## config.mk

```make
export PLATFORM = sky130hd
export DESIGN_NAME = vram_bus_arbiter
export DESIGN_NICKNAME = d
export VERILOG_FILES = /design/src/rtl/vram_arb_pkg.sv /design/src/rtl/vram_bus_cycle.sv /design/src/rtl/vram_bus_arbiter.sv
export SDC_FILE = /design/constraint.sdc
export NUM_CORES = 1
export LEC_CHECK = 0
export CAP_MARGIN = 10
export CORE_MARGIN = 2
export CORE_UTILIZATION = 40
export CTS_CLUSTER_SIZE = 24
export DETAILED_ROUTE_END_ITERATION = 7
export PLACE_DENSITY = 0.74
export SYNTH_ARGS = -nofsm -noshare
export SYNTH_HDL_FRONTEND = slang
export SYNTH_SLANG_ARGS = --single-unit
```

## constraint.sdc

```tcl
create_clock -name clock -period 2.8 [get_ports clock]
set_clock_uncertainty 0.2 [all_clocks]
set_input_delay 0.56 -clock clock [delete_from_list [all_inputs] [get_ports clock]]
set_output_delay 0.56 -clock clock [all_outputs]
set_load 0.05 [all_outputs]
```

## src/rtl/vram_arb_pkg.sv

```systemverilog
// Shared types and helpers for the PPU VRAM bus arbiter.
// The palette mirror helper is used only when VRAM_ARB_PALETTE_EN is defined.
package vram_arb_pkg;

  typedef enum logic [2:0] {IDLE, PH0, PH1, PH2, PH3} bus_state_e;

  typedef enum logic {REQ_FETCH, REQ_CPU} req_e;

  localparam logic [13:0] PAL_BASE = 14'h3F00;

  // $3F10/$14/$18/$1C alias the backdrop entries $3F00/$04/$08/$0C.
  function automatic logic [4:0] pal_index(input logic [13:0] addr);
    pal_index = addr[4:0];
    if (addr[4] && (addr[1:0] == 2'b00)) pal_index[4] = 1'b0;
  endfunction

endpackage

```

## src/rtl/vram_bus_cycle.sv

```systemverilog
// Fixed 4-phase VRAM bus sequencer: PH0 address/ALE, PH1 hold (+write data),
// PH2/PH3 strobe, read data captured on the edge leaving PH3.
module vram_bus_cycle
  import vram_arb_pkg::*;
(
  input  logic        clock,
  input  logic        reset,
  input  logic        start,
  input  logic [13:0] addr,
  input  logic        we,
  input  logic [7:0]  wdata,
  output logic        done,
  output logic [7:0]  rdata,
  output bus_state_e  state,
  output logic        arb_window,
  output logic [13:0] vram_addr,
  output logic [7:0]  vram_wdata,
  output logic        vram_data_oe,
  input  logic [7:0]  vram_rdata,
  output logic        ale,
  output logic        rd_n,
  output logic        wr_n
);

  bus_state_e  state_q, state_d;
  logic [13:0] addr_q;
  logic        we_q;
  logic [7:0]  wdata_q;
  logic        strobe;

  always_ff @(posedge clock) begin
    if (reset) begin
      state_q <= IDLE;
      addr_q  <= '0;
      we_q    <= 1'b0;
      wdata_q <= '0;
      done    <= 1'b0;
      rdata   <= '0;
    end else begin
      state_q <= state_d;
      done    <= (state_q == PH3);
      if ((state_q == PH3) && !we_q) rdata <= vram_rdata;
      if (start && arb_window) begin
        addr_q  <= addr;
        we_q    <= we;
        wdata_q <= wdata;
      end
    end
  end

  always_comb begin
    state_d = state_q;
    case (state_q)
      IDLE:    if (start) state_d = PH0;
      PH0:     state_d = PH1;
      PH1:     state_d = PH2;
      PH2:     state_d = PH3;
      PH3:     state_d = start ? PH0 : IDLE;
      default: state_d = IDLE;
    endcase
  end

  // Strobes are decoded from the phase register so a reset drops them at once.
  assign arb_window   = (state_q == IDLE) || (state_q == PH3);
  assign strobe       = (state_q == PH2) || (state_q == PH3);
  assign ale          = (state_q == PH0);
  assign vram_data_oe = we_q && (strobe || (state_q == PH1));
  assign rd_n         = !(strobe && !we_q);
  assign wr_n         = !(strobe && we_q);
  assign vram_addr    = addr_q;
  assign vram_wdata   = wdata_q;
  assign state        = state_q;

endmodule

```

## src/rtl/vram_bus_arbiter.sv

```systemverilog
// Shares the PPU VRAM bus between the tile fetcher and the CPU $2007 port.
// Optional VRAM_ARB_PALETTE_EN serves $3Fxx CPU accesses from an internal palette RAM.
module vram_bus_arbiter
  import vram_arb_pkg::*;
#(
  parameter int unsigned CPU_MAX_WAIT = 8,
  parameter logic [13:0] PAL_BASE     = vram_arb_pkg::PAL_BASE
) (
  input  logic        clock,
  input  logic        reset,
  input  logic        render_active,
  input  logic        fetch_req,
  input  logic [13:0] fetch_addr,
  output logic        fetch_grant,
  output logic        fetch_valid,
  output logic [7:0]  fetch_data,
  input  logic        cpu_req,
  input  logic        cpu_we,
  input  logic [13:0] cpu_addr,
  input  logic [7:0]  cpu_wdata,
  output logic        cpu_ack,
  output logic [7:0]  cpu_rdata,
  output logic [13:0] vram_addr,
  output logic [7:0]  vram_wdata,
  output logic        vram_data_oe,
  input  logic [7:0]  vram_rdata,
  output logic        ale,
  output logic        rd_n,
  output logic        wr_n,
  output bus_state_e  dbg_state
);

  localparam int WW = (CPU_MAX_WAIT < 1) ? 1 : $clog2(CPU_MAX_WAIT + 1);
  localparam logic [WW-1:0] MAX_W = WW'(CPU_MAX_WAIT);
`ifdef VRAM_ARB_PALETTE_EN
  localparam bit PAL_EN = 1'b1;
`else
  localparam bit PAL_EN = 1'b0;
`endif

  logic          arb_window, bus_start, bus_done;
  logic [7:0]    bus_rdata;
  logic          grant_fetch, grant_cpu, cpu_wins, cpu_pending, cpu_busy;
  logic          pal_hit, pal_ack, pal_we;
  logic [7:0]    pal_rdata;
  logic [WW-1:0] wait_cnt;
  req_e          cur_owner, done_owner;
  logic          cur_we, done_we;
  logic          bus_cpu_ack, cpu_rd_ack;
  logic [7:0]    cpu_rd_now, fetch_data_q, cpu_rdata_q;
  logic [13:0]   sel_addr;
  logic          sel_we;

  assign pal_hit     = PAL_EN && (cpu_addr[13:8] == PAL_BASE[13:8]);
  // cpu_busy masks the still-high cpu_req while its own access is in flight.
  assign cpu_pending = cpu_req && !cpu_busy && !pal_hit;
  assign cpu_wins    = cpu_pending && (CPU_MAX_WAIT != 0) && (wait_cnt == MAX_W);

  always_comb begin
    grant_fetch = 1'b0;
    grant_cpu   = 1'b0;
    if (arb_window) begin
      if (render_active) begin
        if (cpu_wins)         grant_cpu   = 1'b1;
        else if (fetch_req)   grant_fetch = 1'b1;
        else if (cpu_pending) grant_cpu   = 1'b1;
      end else begin
        if (cpu_pending)      grant_cpu   = 1'b1;
        else if (fetch_req)   grant_fetch = 1'b1;
      end
    end
  end

  assign bus_start = grant_fetch || grant_cpu;
  assign sel_addr  = grant_cpu ? cpu_addr : fetch_addr;
  assign sel_we    = grant_cpu && cpu_we;

  always_ff @(posedge clock) begin
    if (reset) begin
      fetch_grant  <= 1'b0;
      wait_cnt     <= '0;
      cpu_busy     <= 1'b0;
      cur_owner    <= REQ_FETCH;
      cur_we       <= 1'b0;
      done_owner   <= REQ_FETCH;
      done_we      <= 1'b0;
      fetch_data_q <= '0;
      cpu_rdata_q  <= '0;
    end else begin
      fetch_grant <= grant_fetch;
      if (grant_cpu || !cpu_req)                  wait_cnt <= '0;
      else if (grant_fetch && (wait_cnt != MAX_W)) wait_cnt <= wait_cnt + 1'b1;
      if (grant_cpu)        cpu_busy <= 1'b1;
      else if (bus_cpu_ack) cpu_busy <= 1'b0;
      if (bus_start) begin
        cur_owner <= grant_cpu ? REQ_CPU : REQ_FETCH;
        cur_we    <= sel_we;
      end
      // The next access may be granted on the PH3 edge, so remember who finishes.
      if (dbg_state == PH3) begin
        done_owner <= cur_owner;
        done_we    <= cur_we;
      end
      if (fetch_valid) fetch_data_q <= bus_rdata;
      if (cpu_rd_ack)  cpu_rdata_q  <= cpu_rd_now;
    end
  end

`ifdef VRAM_ARB_PALETTE_EN
  logic [5:0] pal_ram [32];
  logic       pal_go;

  assign pal_go = cpu_req && pal_hit && !pal_ack && !cpu_busy;

  always_ff @(posedge clock) begin
    if (reset) begin
      pal_ack   <= 1'b0;
      pal_we    <= 1'b0;
      pal_rdata <= '0;
    end else begin
      pal_ack <= pal_go;
      if (pal_go) begin
        pal_we <= cpu_we;
        if (cpu_we) pal_ram[pal_index(cpu_addr)] <= cpu_wdata[5:0];
        else        pal_rdata <= {2'b00, pal_ram[pal_index(cpu_addr)]};
      end
    end
  end
`else
  assign pal_ack   = 1'b0;
  assign pal_we    = 1'b0;
  assign pal_rdata = 8'h00;
`endif

  assign fetch_valid = bus_done && (done_owner == REQ_FETCH);
  assign bus_cpu_ack = bus_done && (done_owner == REQ_CPU);
  assign cpu_ack     = bus_cpu_ack || pal_ack;
  assign cpu_rd_ack  = (bus_cpu_ack && !done_we) || (pal_ack && !pal_we);
  assign cpu_rd_now  = pal_ack ? pal_rdata : bus_rdata;
  assign fetch_data  = fetch_valid ? bus_rdata : fetch_data_q;
  assign cpu_rdata   = cpu_rd_ack ? cpu_rd_now : cpu_rdata_q;

  vram_bus_cycle u_cycle (
    .clock        (clock),
    .reset        (reset),
    .start        (bus_start),
    .addr         (sel_addr),
    .we           (sel_we),
    .wdata        (cpu_wdata),
    .done         (bus_done),
    .rdata        (bus_rdata),
    .state        (dbg_state),
    .arb_window   (arb_window),
    .vram_addr    (vram_addr),
    .vram_wdata   (vram_wdata),
    .vram_data_oe (vram_data_oe),
    .vram_rdata   (vram_rdata),
    .ale          (ale),
    .rd_n         (rd_n),
    .wr_n         (wr_n)
  );

endmodule

```

== Word-level counts from Yosys, hierarchy flattened ==
Cells that the tools add are included.

* Register bits after elaboration: 61
* Output and inout port bits: 48
* Input port bits: 50

* Equal/unequal tests: 7
* Reductions and logical operators: 26
* $add $sub $neg: 1
* Muxes and demuxes: 19
* Bitwise logic cells: 1

{| class="wikitable"
|+ Operators by type and width
! cell !! count
|-
| $mux W8 || 2
|-
| $pmux W3 S5 || 1
|-
| $mux W1 || 14
|-
| $mux W14 || 1
|-
| $logic_and A1 B1 Y1 || 12
|-
| $eq A3 B2 Y1 const B || 2
|-
| $logic_not A1 Y1 || 6
|-
| $logic_or A1 B1 Y1 || 5
|-
| $add A4 B1 Y4 const B || 1
|-
| $eq A4 B4 Y1 const B || 1
|-
| $ne A4 B4 Y1 const B || 1
|-
| $eq A3 B1 Y1 const B || 1
|-
| $eq A3 B3 Y1 const B || 1
|-
| $logic_not A3 Y1 || 1
|-
| $mux W3 || 1
|-
| $ne A2 B1 Y1 const B || 1
|-
| $reduce_bool A2 Y1 || 1
|-
| $reduce_or A2 Y1 || 1
|-
| $not A1 Y1 || 1
|}

== Logic depth before layout (Yosys ltp) ==
* Depth after elaboration: 10
* Mapped depth: 7
* Depth with buffers taken out: 6

== Cells and area by module ==
Synthesis repeated with hierarchy kept, for this count alone.

* Cells, all modules: 281
* Area, all modules: 2,939.1 µm²

{| class="wikitable"
|+ By module, submodules not included
! module !! cells each !! sequential area each (µm²) !! times used !! area each (µm²)
|-
| vram_bus_cycle || 157 || 700.7 || 1 || 1,611.5
|-
| vram_bus_arbiter || 124 || 520.5 || 1 || 1,327.5
|}

== Least setup slack after synthesis ==
No wires, ideal clock.

* Kind: flip-flop to output port
* Start: register u_cycle.state_q[0], in the netlist u_cycle.state[0]
* End: output port ale
* Stages on the path, launching flop included: 3
* Path slack: 42 ps
* Arrival time: 1,998 ps
* Path buffers: 1
* Data required time: 2,040 ps
* Path through: dfxtp_1 buf_6 nor3b_1

* Longest elaborated chain between the ends: 1

{| class="wikitable"
|+ Ends and longest elaborated chain
! item !! line !! source
|-
| from (decl) || vram_bus_cycle.sv:25 || <nowiki>bus_state_e state_q, state_d;</nowiki>
|-
| from (signal assigned) || vram_bus_cycle.sv:40 || <nowiki>state_q <= state_d;</nowiki>
|-
| $eq A3 B1 Y1 || vram_bus_cycle.sv:66 || <nowiki>assign ale = (state_q == PH0);</nowiki>
|-
| to (decl) || vram_bus_arbiter.sv:27 || <nowiki>output logic ale,</nowiki>
|}

No other way between the ends.

== Worst setup path in the final report ==
* Start: register u_cycle.state_q[1], in the netlist u_cycle.state[1]
* End: output port ale

The elaborated chain is that of the path after synthesis.

==> results.md <==
Power and ir drop:
- The analysis attributes to cell leakage a power of 1.51 nW.
- The net switching power is 1.08 mW.
- In this run switching power makes up 36.6% of total power.
- The maximum resistive drop on vdd is 540 µV.
- The internal cell power is 1.88 mW.
- The share of power burned in combinational logic is 35.4%.
- Per report_power, the clock group accounts for 29.8% of the total.
- The fraction of power consumed by sequential logic is 34.8%.
- The total power per unit cell area is 787 mW/mm².

Finish:
- In the layout the commonest cells are sky130_fd_sc_hd__clkdlybuf4s50_1 (77), sky130_fd_sc_hd__dfxtp_1 (61), sky130_fd_sc_hd__nand2_1 (56), sky130_fd_sc_hd__a21oi_1 (38), sky130_fd_sc_hd__nor2_1 (22).
- The leading cell type in the layout, fill and taps excluded is sky130_fd_sc_hd__clkdlybuf4s50_1.
- The layout filler cell count is 548.
- The repair_antennas step left the layout with diodes totalling 0.
- In the final design database the tool counted 430 nets.
- The multi-input combinational cells in the finished layout cover a total of 0.00121 mm².
- Summing all flip-flop and latch instances after layout gives 0.00122 mm².
- The design area is 0.00376 mm².
- Cells with a size suffix above 1 make up 17.5% of the layout.
- From synthesis to final layout, the design area changed by 48.7%.

CTS:
- Once the clock tree was built, the setup fixing pass inserted 0 buffers.
- The clock tree from TritonCTS is done.
- Buffers inserted during clock tree synthesis total 9.
- Clock tree synthesis found a total of 61 sinks.
- The clock root buffer master is sky130_fd_sc_hd__clkbuf_8.
- The clock latency at the later pin of the worst-skew pair is 0.34 ns.
- The clock transition time at the flip-flop clock pins of the worst setup and hold paths is 0.07 ns.
- The buffer levels on the longest clock path is 2.
- The count of hold buffers inserted by post-cts repair is 0.
- In this run the number of H-tree levels came out at 3.

Setup path:
- The worst register-to-register path begins at wait_cnt[0].
- By startpoint and endpoint, the worst setup path is classified as reg -> out.
- The endpoint of the worst register-to-register path is wait_cnt[3].
- The critical path ends at ale.
- The number of cells on the worst reg-to-reg path is 6.
- The largest fanout on the critical path is 11.
- For the worst setup path, the data arrival time is 1.84 ns.
- The type of destination of the critical path is an output port.
- The required time at the worst-slack endpoint is 2.04 ns.
- The worst register-to-register path has a setup slack of 0.67 ns.
- The most critical setup path has its startpoint at u_cycle.state[1].
- The worst setup path is launched from a flip-flop.

Flow run:
- The number of maximum-capacitance constraint violations is 0.

Place:
- Before CTS, the worst setup slack after placement is 0.209 ns.
- The cell area after placement is 0.00355 mm².
- Detailed placement ended at an HPWL of 4360 µm.
- Routability-driven placement finished with a final weighted congestion of 0.768.
- The count of input and output buffers is 97.

Timing:
- The worst slew slack as a fraction of its limit is 63.8%.
- The max-slew violation count is 0.
- After layout, the worst path uses 93.0% of the clock period.
- The final-layout setup total negative slack is 0 ns.
- Setup repair after global routing left no endpoint under its margin.
- After layout, the minimum clock period comes to 2.60 ns.
- Based on the critical path, the design can be clocked at up to 384 MHz.
- The number of hold violations in the final report came to 0.
- The worst setup slack after layout is 0.196 ns.
- Setup violations remaining at the end of the flow were counted as 0.
- The actual transition at the worst max-transition pin is 0.541 ns.

Logic synthesis:
- In this run the cell area of the synthesized design comes to 0.00253 mm².
- The Yosys step of the flow raised 0 warnings.
- Counting flops with an async set or reset pin after synthesis yields a share of 0%.
- Yosys attributes the largest share of cell area to sky130_fd_sc_hd__dfxtp_1 (48%), sky130_fd_sc_hd__nand2_1 (8.3%), sky130_fd_sc_hd__a21oi_1 (7.5%).
- The cell accounting for the most synthesized area is sky130_fd_sc_hd__dfxtp_1.
- The synthesized design contains 0 enable-type register cells.
- After synthesis, the netlist uses 37 different library cells.
- Dividing the synthesized area by the synthesized cell count gives 8.98 µm².
- After synthesis, flip-flops and latches occupy 48.2% of the total area.
- The count of mapped cells out of synthesis is 282.
- The share of synthesized area in the top cell type comes to 48.2%.
- The number of nets in the synthesized netlist is 334.
- The register bit count reported by yosys is 61.
- Among all flip-flop cells after synthesis, the most frequent one is sky130_fd_sc_hd__dfxtp_1.

Detailed routing:
- The number of search-and-repair iterations in the first detailed-routing pass is 4.
- The mean routed wirelength per cell is 13.7 µm.
- The remaining routing DRC violations is 0.
- Detailed routing inserted a total of 2,224 vias.
- The count of routing violations after the opening detailed-route iteration is 99.
- The final layout contains routed wiring with a total length of 6290 µm.
- Dividing the detail-routed via count by the number of cells gives 4.86.
- The final antenna-violating net count is 0.

Global route:
- The final global-route overflow total is 0.
- The first global-routing pass estimated 10,600 µm of wire.
- The number of antenna violations at the first check in global routing is 0.
- In the global route stage, overall resource usage came out at 18.9%.
- The number of global-route vias before repair is 2,268.
- Entering global routing, the biggest net connects 38 pins.

Die:
- After floorplanning, the core was sized to cover 0.00603 mm².
- The floorplan step set the die width to 83.6 µm.
- Measured along the y axis, the die boundary spans 83.6 µm.
- The area enclosed by the die boundary is 0.00698 mm².
- Row generation in the floorplan step produced 28 rows.
- Once the floorplan was initialized, standard cells occupied 42.0% of the core.
- 98 I/O pins were placed.

Status:
- The flow ran to the end, and the final reports show no timing, DRC or antenna violations.

Worst hold path:
- The tightest min-delay check is of the reg -> reg type.
[worst max-delay path, stage by stage (launching register included)]
cell,delay [ns]
sky130_fd_sc_hd__dfxtp_1,0.43
sky130_fd_sc_hd__nor3b_1,0.25
sky130_fd_sc_hd__clkdlybuf4s50_1,0.83
[Yosys cell counts, types with 2 or more instances]
cell,n
sky130_fd_sc_hd__a211oi_1,6
sky130_fd_sc_hd__a211oi_2,8
sky130_fd_sc_hd__a21oi_1,38
sky130_fd_sc_hd__and2_1,2
sky130_fd_sc_hd__buf_2,3
sky130_fd_sc_hd__buf_6,2
sky130_fd_sc_hd__clkbuf_1,11
sky130_fd_sc_hd__dfxtp_1,61
sky130_fd_sc_hd__ha_1,2
sky130_fd_sc_hd__inv_1,4
sky130_fd_sc_hd__mux2_2,16
sky130_fd_sc_hd__nand2_1,56
sky130_fd_sc_hd__nand2b_1,6
sky130_fd_sc_hd__nor2_1,22
sky130_fd_sc_hd__nor2b_1,18
sky130_fd_sc_hd__nor3b_1,2
sky130_fd_sc_hd__o2111ai_1,2
sky130_fd_sc_hd__o21a_1,2
sky130_fd_sc_hd__or3b_2,2
sky130_fd_sc_hd__xnor2_1,2
[how the worst min path moves through the flow]
stage / slack, ns / cells after the start / end / from
2_1_floorplan: 0.23 / 2 / done_we / done_we
3_3_place_gp: 0.24 / 2 / u_cycle.vram_wdata[7] / u_cycle.vram_wdata[7]
3_5_place_dp: 0.24 / 2 / done_we / done_we
4_1_cts: 0.25 / 2 / done_we / done_we
5_1_grt: 0.27 / 2 / done_we / done_we
6_report: 0.25 / 2 / done_we / done_we
[per-stage QoR]
step	hold WS [ns]	total power [mW]	instances	util (%)
floorplan	0.231	1.75	282	-
global placement	0.241	2.09	442	58.8
detailed placement	0.245	2.10	442	58.8
CTS	0.253	3.00	458	62.5
global route	0.274	3.11	458	62.5
finish	0.251	2.96	458	62.5
[layer usage]
| layer | track usage [%] | part of all wire [%] |
|---|---|---|
| met4 | 11.6 | 2.2 |
| met2 | 30.8 | 49 |
| met5 | 0 | 0 |
| met3 | 4.65 | 4.5 |
| met1 | 22.3 | 44 |
[registers in the layout, indices dropped and copies added, names as in the netlist, 3 cells and up]
signal	flops
u_cycle.vram_addr	14
cpu_rdata_q	8
fetch_data_q	8
u_cycle.rdata	8
u_cycle.vram_wdata	8
wait_cnt	4
u_cycle.state	3
[power groups by stage]
stage / clock network [mW] / logic [mW] / registers (mW)
after floorplan: 0 / 0.415 / 1.34
after global placement: 0 / 1.04 / 1.05
after detailed placement: 0 / 1.05 / 1.05
after CTS: 0.907 / 1.06 / 1.03
after global routing: 0.941 / 1.13 / 1.04
final: 0.882 / 1.05 / 1.03
[logic make-up after synthesis]
logic type                 after synthesis  share of synthesized area, %
and+or+nand+nor                        115                          21.4
AOI/OAI and AO/OA                       62                          16.7
DFF                                     61                          48.2
buffers and inverters                   22                          4.15
muxes                                   17                          7.51
xor gates and xnor gates                 3                          1.04
adders and majority gates                2                         0.988
[layout make-up]
class	count	area share, %
Multi-Input combinational cell	199	32.2
Timing Repair Buffer	103	26.5
Inverter	4	0.399
Clock inverter	5	2.23
Sequential cell	61	32.4
Clock buffer	11	3.76
Tap cell	75	2.49
[what timing repair did]
action | 4_1_cts | 5_1_grt
resized for setup | 8 | 0
setup endpoints to repair | 7 | 0
endpoints found under the hold margin | 0 | 0
No activity file was read; power rests on OpenSTA's default activity.
==> RTL edit 1: new RTL, config.mk and constraints unchanged <==
Build with the macro `VRAM_ARB_PALETTE_EN` defined.
--- a/src/rtl/vram_bus_arbiter.sv
+++ b/src/rtl/vram_bus_arbiter.sv
@@ -1,5 +1,7 @@
 // Shares the PPU VRAM bus between the tile fetcher and the CPU $2007 port.
 // Optional VRAM_ARB_PALETTE_EN serves $3Fxx CPU accesses from an internal palette RAM.
+`define VRAM_ARB_PALETTE_EN
+
 module vram_bus_arbiter
   import vram_arb_pkg::*;
 #(
Behaviour: not the same (Yosys sat finds a counterexample within 4 cycles, from zero or initial values and one cycle with reset high).
==> RTL edit 1 against the unedited design <==
Sequential share of layout area up 19 points. Area after synthesis rose to 3.9 times the old value. Sequential cell count up 176. Final area increased to 3.3 times the old value. Worst hold slack got worse by 0.16 ns. Routed wire length increased to 3.7 times the old value. Setup slack worse by 0.089 ns. Global-route usage down 1.3 points. Combinational power rose by 28%. Power grew to 2.9 times the old value. Critical path type unchanged. Largest cell class unchanged. Highest routed layer unchanged.
==> RTL edit 1: results <==
route:
  drtPass1Iterations: 5
  drcViolationCount: 0
  drt-vias-per-instance: 5.33
  wl_per_cell_microns: 18.8
  drtIter0Drc: 648
critical_path:
  cp.arrival_ns: 1.93
  reg2reg_setup_slack_ns: 0.44
  worstPathMaxFanout: 9
pwr:
  p_leak_uw: 0.00440
  ir_worst_vdd_mv: 0.465
  p_int_uw: 6410
finish:
  largest_reg_flops: 168
  n_fill_cell: 1992
  layout-drive-gt1-share: 0.249
  final_nets: 943
  top_register: "pal_ram"
  n_antenna_cell: 0
timing:
  layout_min_cycle_time_ns: 2.69
  hold_ws_ns: 0.0956
  tightestPinTransition_ns: 0.657
clock_tree:
  path_clk_slew_ns: 0.06
  cts-root-buf: "clkbuf_16"
  numCtsBuffers: 25
  clk_latency_ns: 0.53
  cts-htree-levels: 1
  clockBufferDepth: 3
global_routing:
  grt_start_max_net_pins: 66
  grt_pass1_wl_microns: 35900
  grt_util_all_layers: 0.176
  grt_pass1_vias: 6515
  antenna_found_initial: 0
placed_design:
  place.gp.congestion: 0.791
  place_ws_ns: -0.375
  io_buffers: 97
  dp_hpwl_microns: 15400
logic_synthesis:
  async_reset_ff_frac: 0
  netlist_top_cells_area: "edfxtp_1, dfxtp_1, mux2_2"
  synth-edff-count: 168
  ys_types: 53
  synth.top_cells.by_count: "edfxtp_1, nand2_1, dfxtp_1"
  syn_nets: 791
  synth_seq_area_share: 0.656
hold_path:
  hold_path_class: "input port to register"
run_status:
  outcome: "complete, no violations"
## RTL edit 1: changes by cell type in the layout (fill, tap and decap cells not counted), sizes merged, moves of 20 or more
cell	change
clkbuf	+26
nand2	+26
nor3	+22
a311oi	+20
mux2i	+28
buf	+77
edfxtp	+168
mux2	+39
a221oi	+22
nor2	+27
## RTL edit 1: stage by stage
step	std cells	area (sq um)	TNS, ns
final	1234	12500	0
after global routing	1234	12500	0
after CTS	1234	12500	0
after detailed placement	1185	11600	-49.83
after global placement	1185	11600	-45.08
after floorplan	739	9790	0
## RTL edit 1: cell families after synthesis
logic type / share of synthesized area
AND/OR/NAND/NOR: 0.117
buffers and inverters: 0.0327
XOR/XNOR: 0.00268
flip-flops: 0.656
multiplexers: 0.0975
AO/OA/AOI/OAI: 0.0915
adder cells (fa/ha/maj): 0.00256
## RTL edit 1: final timing paths
check / startpoint / endpoint / depth (start not counted)
max reg2reg: cpu_busy / pal_ram[8][5] / 7
min reg2reg: u_cycle.vram_wdata[6] / u_cycle.vram_wdata[6] / 2
max: done_owner / fetch_data[5] / 3
min: reset / pal_ack / 2
## RTL edit 1: final cells by class
cell class / count / share of cell area
Clock buffer: 37 / 0.0607
Sequential cell: 237 / 0.513
Inverter: 9 / 0.00270
Tap cell: 324 / 0.0324
Timing Repair Buffer: 178 / 0.138
Clock inverter: 9 / 0.00789
Multi-Input combinational cell: 440 / 0.246
## RTL edit 1: critical path, stage by stage, from the launching register on
cell,delay [ns]
dfxtp_1,0.36
nand2b_2,0.26
mux2_2,0.38
dlygate4sd2_1,0.42
## RTL edit 1: layer usage
metal  global-route usage  share of wire
met2                0.299           0.49
met3               0.0282          0.052
met5                    0              0
met1                0.233           0.43
met4               0.0545          0.028
## RTL edit 1: power groups by stage
stage                     Combinational, uW  Sequential, uW  Clock [uW]
after global routing                   1420            3920        3570
final                                  1340            3910        3380
after floorplan                         512            4280           0
after CTS                              1340            3910        3430
after detailed placement               1330            3980           0
after global placement                 1320            3980           0
## RTL edit 1: timing repair
action	CTS	global route
gates resized for setup	16	4
buffers inserted	3	0
setup endpoints to repair	15	8
endpoints found under the hold margin	0	0
==> RTL edit 2: new RTL, same flow settings <==
Made on the original files. One comparison of `wait_cnt` changes from == to >=.
--- a/src/rtl/vram_bus_arbiter.sv
+++ b/src/rtl/vram_bus_arbiter.sv
@@ -54,7 +54,7 @@
   assign pal_hit     = PAL_EN && (cpu_addr[13:8] == PAL_BASE[13:8]);
   // cpu_busy masks the still-high cpu_req while its own access is in flight.
   assign cpu_pending = cpu_req && !cpu_busy && !pal_hit;
-  assign cpu_wins    = cpu_pending && (CPU_MAX_WAIT != 0) && (wait_cnt == MAX_W);
+  assign cpu_wins    = cpu_pending && (CPU_MAX_WAIT != 0) && (wait_cnt >= MAX_W);
 
   always_comb begin
     grant_fetch = 1'b0;
Check against the original RTL: same outputs for any inputs over 10 cycles, from zero or initial values and one cycle with reset high; that may be too few to reach the edited logic, so the function may still have changed.
==> RTL edit 2 against the unedited design <==
Worst hold slack better by 0.0015 ns. Global-route usage about the same. Final area barely moved. Cell count increased by 0.22%. Setup slack worse by 0.050 ns. Die area rose by 1.1%. Area after synthesis rose by 1.2%. Sequential cell count stayed put. Sequential power about the same. Highest routed layer unchanged. Routed wire length increased by 5.3%. Power fell by 1.8%. Fmax is 1.9% lower.
==> RTL edit 2: results <==
run_status:
  outcome: "complete, no violations"
route:
  wl_met3_microns: 291
  num_vias: 2320
  drt-met1-wl_microns: 2980
  wl_per_cell_microns: 14.4
  route.met2.wl_microns: 3230
  drtIter0Drc: 83
critical_path:
  reg2reg_depth: 4
  cp_slowest_cell: "clkdlybuf4s50_1"
  r2r-end: "u_cycle.vram_addr[5]"
  worstPathMaxFanout: 9
  worstSetupEndpoint: "ale"
  cp_slowest_stage_delay_ns: 0.85
  r2r_start: "u_cycle.state[0]"
  cp.arrival_ns: 1.89
  start_kind: "register"
finish:
  layout.nonclk_buf_frac: 0.264
  area_share_clock_buf_inv: 0.0595
  nMultiInputCombCells: 201
  n_fill_cell: 551
  buffers: 101
  clockBufferCount: 10
  multi_input_area_share: 0.323
  seq_area_sq_mm: 0.00122
  final_nets: 429
  inverters: 3
  layout-drive-gt1-share: 0.154
logic_synthesis:
  synth_compound_area_frac: 0.0781
  netlist_top_cells_area: "dfxtp_1, mux2_2, nand2_1"
  yosys_warnings: 0
  synth_seq_area_share: 0.477
  async_reset_ff_frac: 0
  synthAdderAreaFrac: 0.00977
  ys_types: 36
  synth.top_cells.by_count: "dfxtp_1, nand2_1, nor2_1"
  synth_xor_xnor_area_share: 0.0137
  synthMuxAreaShare: 0.0742
  synth_area_sq_mm: 0.00256
  syn_nets: 336
placed_design:
  dp_hpwl_microns: 4650
  io_buffers: 97
  dpl-instance-area_sq_mm: 0.00353
  place.gp.congestion: 0.757
global_routing:
  grt_pass1_wl_microns: 10700
  use_met2: 0.301
  met1_usage: 0.241
  grt_pass1_vias: 2232
  grt_start_max_net_pins: 36
  antenna_found_initial: 0
  grt_util_all_layers: 0.189
  met3_usage: 0.0406
hold_path:
  holdCritStartpoint: "u_cycle.vram_wdata[3]"
clock_tree:
  clock-sinks: 61
  clk_latency_ns: 0.33
  cts-root-buf: "clkbuf_8"
  numCtsBuffers: 9
pwr:
  p_leak_uw: 0.00155
  ir_worst_vdd_mv: 0.423
timing:
  relSlewSlack: 0.353
-- RTL edit 2: changes by cell type after synthesis, moves of 6 or more --
cell	unedited run	this run
nor4_2	0	8
a21oi_1	38	24
nand2_1	56	40
nor2_1	22	39
a211oi_1	6	0
a211oi_2	8	0
nor4_1	1	20
-- RTL edit 2: logic make-up after synthesis --
group | Yosys count
xor+xnor | 4
buf+inv | 22
simple gates | 145
mux | 17
flops | 61
compound gates | 33
fa+ha+maj | 2
-- RTL edit 2: per-stage QoR --
stage	cells	utilization	total power [uW]	hold WS, ns	worst slack (ns)
6_report	459	0.600	2910	0.253	0.146
5_1_grt	459	0.600	3040	0.278	0.0502
4_1_cts	459	0.597	2920	0.256	0.0160
3_5_place_dp	443	0.562	2060	0.247	0.173
3_3_place_gp	443	0.562	2050	0.241	0.253
2_1_floorplan	284	-	1750	0.231	0.0668
-- RTL edit 2: worst register-to-register path: cells and delay by family, from the launching register on --
| kind | cells | cell delay [ns] |
|---|---|---|
| AO/OA/AOI/OAI | 1 | 0.40 |
| flip-flops | 1 | 0.48 |
| AND/OR/NAND/NOR | 3 | 0.96 |
-- RTL edit 2: where the power goes --
part | switching, uW | total, uW | internal [uW]
Combinational | 654 | 1010 | 355
Clock | 347 | 871 | 524
Sequential | 65.4 | 1030 | 966
Total | 1070 | 2910 | 1840
-- RTL edit 2: worst min path at each step --
stage                                        to  cells after the start
after global routing      u_cycle.vram_wdata[6]                      2
after CTS                 u_cycle.vram_wdata[4]                      2
after detailed placement  u_cycle.vram_wdata[4]                      2
after floorplan                         done_we                      2
after global placement                  done_we                      2
final                     u_cycle.vram_wdata[3]                      2
-- RTL edit 2: repair_timing --
item,in CTS,in global routing
gates resized for setup,4,6
buffers inserted,0,0
endpoints found under the setup margin,9,6
pin swaps,0,0
